<file path="config.mk">
export PLATFORM = sky130hd
export DESIGN_NAME = uart_receiver
export DESIGN_NICKNAME = d
export VERILOG_FILES = /design/src/rtl/uart_pkg.sv /design/src/rtl/uart_rx_sync.sv /design/src/rtl/uart_receiver.sv
export SDC_FILE = /design/constraint.sdc
export NUM_CORES = 1
export LEC_CHECK = 0
export CAP_MARGIN = 20
export CORE_MARGIN = 2
export CORE_UTILIZATION = 55
export DETAILED_ROUTE_END_ITERATION = 8
export GPL_TIMING_DRIVEN = 0
export PLACE_DENSITY = 0.86
export SLEW_MARGIN = 20
export SYNTH_ARGS = -nofsm -noshare
export SYNTH_HDL_FRONTEND = slang
export SYNTH_HIERARCHICAL = 1
export SYNTH_SLANG_ARGS = --single-unit
</file>
<file path="constraint.sdc">
create_clock -name i_CLK -period 3 [get_ports i_CLK]
set_input_delay 0.75 -clock i_CLK [delete_from_list [all_inputs] [get_ports i_CLK]]
set_output_delay 0.75 -clock i_CLK [all_outputs]
set_load 0.02 [all_outputs]
</file>
<file path="src/rtl/uart_pkg.sv">
// uart_pkg: shared UART state encoding and default frame constants.
package uart_pkg;
   localparam int DATA_WIDTH_DEF = 8;
   localparam int OVERSAMPLE_DEF = 16;
   typedef enum logic [1:0] {IDLE = 2'b00, START = 2'b01, DATA = 2'b10, STOP = 2'b11} rx_state_t;
endpackage

</file>
<file path="src/rtl/uart_rx_sync.sv">
// uart_rx_sync: two-flop synchroniser for the asynchronous RX line, resets to idle-high.
module uart_rx_sync (
   input  logic i_CLK,
   input  logic i_RESET,
   input  logic i_D,
   output logic o_Q
);
   logic meta;
   always_ff @(posedge i_CLK)
      if (!i_RESET) {o_Q, meta} <= 2'b11;
      else {o_Q, meta} <= {meta, i_D};
endmodule

</file>
<file path="src/rtl/uart_receiver.sv">
// uart_receiver: 8N1 deserialiser advancing on an oversample tick; strobes good bytes and bad stop bits.
module uart_receiver
   import uart_pkg::*;
#(
   parameter int DATA_WIDTH = DATA_WIDTH_DEF,
   parameter int OVERSAMPLE = OVERSAMPLE_DEF
) (
   input  logic                  i_CLK,
   input  logic                  i_RESET,
   input  logic                  i_CLK_ENABLE,
   input  logic                  i_RX,
   output logic [DATA_WIDTH-1:0] o_DATA_OUT,
   output logic                  o_DATA_VALID,
   output logic                  o_FRAME_ERROR,
   output logic                  o_RX_BUSY
);
   localparam int CW = $clog2(OVERSAMPLE);
   localparam int BW = $clog2(DATA_WIDTH + 1);
   localparam logic [CW-1:0] MID = CW'(OVERSAMPLE / 2 - 1);
   localparam logic [CW-1:0] LAST = CW'(OVERSAMPLE - 1);
   localparam logic [BW-1:0] LAST_BIT = BW'(DATA_WIDTH - 1);

   rx_state_t             state, state_n;
   logic [CW-1:0]         cnt, cnt_n;
   logic [BW-1:0]         bit_cnt, bit_n;
   logic [DATA_WIDTH-1:0] shift, shift_n, data_n;
   logic                  prev, prev_n, valid_n, err_n, rx_s;

   uart_rx_sync u_sync (.i_CLK(i_CLK), .i_RESET(i_RESET), .i_D(i_RX), .o_Q(rx_s));

   always_ff @(posedge i_CLK)
      if (!i_RESET) begin
         state         <= IDLE;
         cnt           <= '0;
         bit_cnt       <= '0;
         shift         <= '0;
         prev          <= 1'b1;
         o_DATA_OUT    <= '0;
         o_DATA_VALID  <= 1'b0;
         o_FRAME_ERROR <= 1'b0;
         o_RX_BUSY     <= 1'b0;
      end else begin
         state         <= state_n;
         cnt           <= cnt_n;
         bit_cnt       <= bit_n;
         shift         <= shift_n;
         prev          <= prev_n;
         o_DATA_OUT    <= data_n;
         o_DATA_VALID  <= valid_n;
         o_FRAME_ERROR <= err_n;
         o_RX_BUSY     <= state_n != IDLE;
      end

   // Everything but the strobes holds unless a tick is present.
   always_comb begin
      state_n = state;
      cnt_n   = cnt;
      bit_n   = bit_cnt;
      shift_n = shift;
      prev_n  = prev;
      data_n  = o_DATA_OUT;
      valid_n = 1'b0;
      err_n   = 1'b0;
      if (i_CLK_ENABLE) begin
         prev_n = rx_s;
         cnt_n  = cnt + CW'(1);
         case (state)
            IDLE: begin
               cnt_n = '0;
               if (prev && !rx_s) state_n = START;
            end
            START:
               if (cnt == MID) begin
                  cnt_n   = '0;
                  bit_n   = '0;
                  state_n = rx_s ? IDLE : DATA;
               end
            DATA:
               if (cnt == LAST) begin
                  cnt_n   = '0;
                  shift_n = {rx_s, shift[DATA_WIDTH-1:1]};
                  bit_n   = bit_cnt + BW'(1);
                  if (bit_cnt == LAST_BIT) state_n = STOP;
               end
            STOP:
               if (cnt == LAST) begin
                  cnt_n   = '0;
                  state_n = IDLE;
                  data_n  = rx_s ? shift : o_DATA_OUT;
                  valid_n = rx_s;
                  err_n   = !rx_s;
               end
         endcase
      end
   end
endmodule

</file>
==> summary.md <==
| Metric | Value |
|---|---|
| Outcome | finished, final reports clean |
| Minimum clock period | 2.22 ns |
| Fin. Hold Viols | 0 |
| Max Freq | 451 MHz |
| Synth top area cells | dfxtp_1 (47%), mux2i_1 (7.4%), a21boi_0 (4.4%) |
| Core box area | 0.00228 sq mm |
| Gr ovfl total | 0 |
| Clock transition at path regs | 0.10 ns |
| Post-synthesis sequential area ratio | 47.4% |
| Total CTS buffers | 5 |
| Post-DR vias/cell | 5.58 |
| Flops & latches, synth | 32 |
| RSZ-0062 raised after global routing | false |
| PD cells | 432 mW/mm^2 |
| Final setup vio count | 0 |
| Worst hold path class | reg2reg |
| Synth cell types | 32 |
| Critical Path Fanout Max | 10 |
| WP data arrival | 2.42 ns |
| Clock buffer depth | 2 |
| First-pass GRT wire length | 4530 microns |
| Layout cell share with drive strength beyond 1 | 9.76% |
| Drt first pass iters | 5 |
| Startpoint Class | input pin |
| Average routed wire per standard cell | 14.4 microns |
| Post-synth net total | 149 |
| Routed WL | 2770 microns |
| Initial antenna violation count | 0 |
| Crit share post-route | 73.9% |
| Syn Std Cell Area | 0.00135 sq mm |
| Nets@finish | 170 |
| Starting Density | 59.4% |
| # Post-CTS Setup Buffers | 0 |
| Overall routing resource usage | 22.2% |
| TNS Setup | 0 ns |
| Syn. warnings | 6 |
| CTS H-Tree Depth | 2 |
| Final ANT Viol Nets | 0 |
| Initial drt markers | 33 |
| FP Rows | 17 |
| # IOs | 15 |
| Max-slew violation count | 0 |
| Cts hold-fix bufs | 0 |
| Sequential Area | 641 sq um |
| Synth top area share | 47.4% |
| Post-CTS resize count | 0 |
| WP data required | 3.20 ns |
| Clk Latency, worst-skew pair | 0.32 ns |
| Worst setup path category | in2reg |
| Clock root buffer | clkbuf_4 |
| Peak supply drop | 0.333 mV |
| Worst setup EP type | flip-flop |
| Die H | 53.6 microns |
| GPL Wtd Cong | 0.890 |
| Fillers | 188 |
| Area occupied by multi-input gates | 669 sq um |
| Vias in the first global route | 1021 |
| Via count | 1072 |
| Cells after synthesis | 143 |
| Die span in x | 53.6 microns |
| MaxCap Viol Count | 0 |
| Commonest non-fill, non-tap cell in the layout | dfxtp_1 |
| DRC Markers | 0 |
| Max_slew headroom | 66.3% |
| Setup Skew | 0.00774 ns |
| Syn avg cell area | 9.45 sq um |
| Post-detail-place hpwl | 1920 microns |
| PortBufs | 14 |
| Antenna diodes | 0 |
| CTS tree | built |
| Largest net degree at the start of global routing | 11 |
| DIE AREA | 0.00287 sq mm |
| Pleak | 0.000533 uW |
| Clk sinks | 32 |
| Most frequent cells in the layout | dfxtp_1 (32), nand2_1 (15), clkdlybuf4s50_1 (14), o21ai_0 (11), mux2i_1 (10) |
| Post-synth top area cell | dfxtp_1 |
| Actual slew at the worst max-slew pin | 0.506 ns |
| Layout Utilization | 69.1% |
| Area Overhead vs Synth | 16.4% |
-- sequential cells by signal, indices dropped and copies added (netlist names) --
signal and flops:
o_DATA_OUT 8, shift 8, bit_cnt 4, cnt 4, state 2, o_DATA_VALID 1, o_FRAME_ERROR 1, o_RX_BUSY 1
prev 1, u_sync/meta 1, u_sync/o_Q 1
-- synthesized netlist by cell type --
master and count:
a21oi_2 1, a21oi_1 3, nor2_1 6, o22ai_1 1, and2_1 3, nor2b_1 9, a211oi_2 1, or2_2 1
mux2i_1 10, o21a_1 2, dfxtp_1 32, nor3_1 3, buf_2 3, o31ai_1 1, or3b_4 1, nand4_1 4
o21ai_0 11, inv_1 3, nand2b_1 3, nor2_4 2, o211a_1 1, a21boi_0 8, nand3_1 4, nand2_1 15
o221ai_1 2, xor2_1 1, nand3b_2 1, and4b_1 1, ha_1 2, and2b_1 1, xnor2_1 3, clkbuf_1 4
-- kinds of logic (layout without fill, tap and decap cells) --
group	Yosys count	count (layout)	synth area share (%)
mux	10	10	7.41
simple gates	54	54	22.3
compound gates	31	31	15.4
flops	32	32	47.4
xor+xnor	4	4	2.59
fa+ha+maj	2	2	1.85
buf+inv	10	31	3.05
-- critical path, cell delays in order --
cell	delay, ns
clkdlybuf4s50_1	0.47
buf_2	0.21
nand4_1	0.14
clkbuf_1	0.29
o31ai_1	0.47
nor2_1	0.10
-- path summary, 6_finish.rpt --
kind	from	end	slack, ns	cells after the start
min reg2reg	u_sync/meta	u_sync/o_Q	0.42	1
min	u_sync/meta	u_sync/o_Q	0.42	1
max	i_CLK_ENABLE	bit_cnt[0]	0.78	6
max reg2reg	cnt[0]	bit_cnt[0]	1.17	5
-- where the power goes --
| part | internal [uW] | switching, uW | total, uW |
|---|---|---|---|
| Clock | 86.3 | 138 | 224 |
| Combinational | 12.7 | 12.5 | 25.2 |
| Sequential | 427 | 2.56 | 430 |
-- layout make-up --
type / count / share of cell area [%]
Clock buffer: 6 / 2.63
Tap cell: 28 / 2.23
Buffer: 7 / 1.91
Sequential cell: 32 / 40.7
Multi-Input combinational cell: 101 / 42.6
Timing Repair Buffer: 14 / 8.91
Clock inverter: 1 / 0.318
Inverter: 3 / 0.716
-- through the flow --
stage               setup WS [ns]  std cells  hold WS [ns]  instance area, sq um  total power (uW)
floorplan                    1.25        143         0.386                  1350               455
global placement            0.519        185         0.395                  1530               464
detailed placement          0.471        185         0.397                  1530               465
CTS                         0.801        192         0.422                  1570               682
global route                0.674        192         0.429                  1570               701
finish                      0.783        192         0.418                  1570               679
-- metal layers --
layer	vias to the layer above	GRT usage (%)	part of all wire, %
met3	4	6.11	4.1
met2	32	39.3	51
met5	-	0	0
met4	0	7.26	0.94
met1	503	25.8	44
li1	533	-	-
Note: power is estimated with default switching activity, not from simulation.
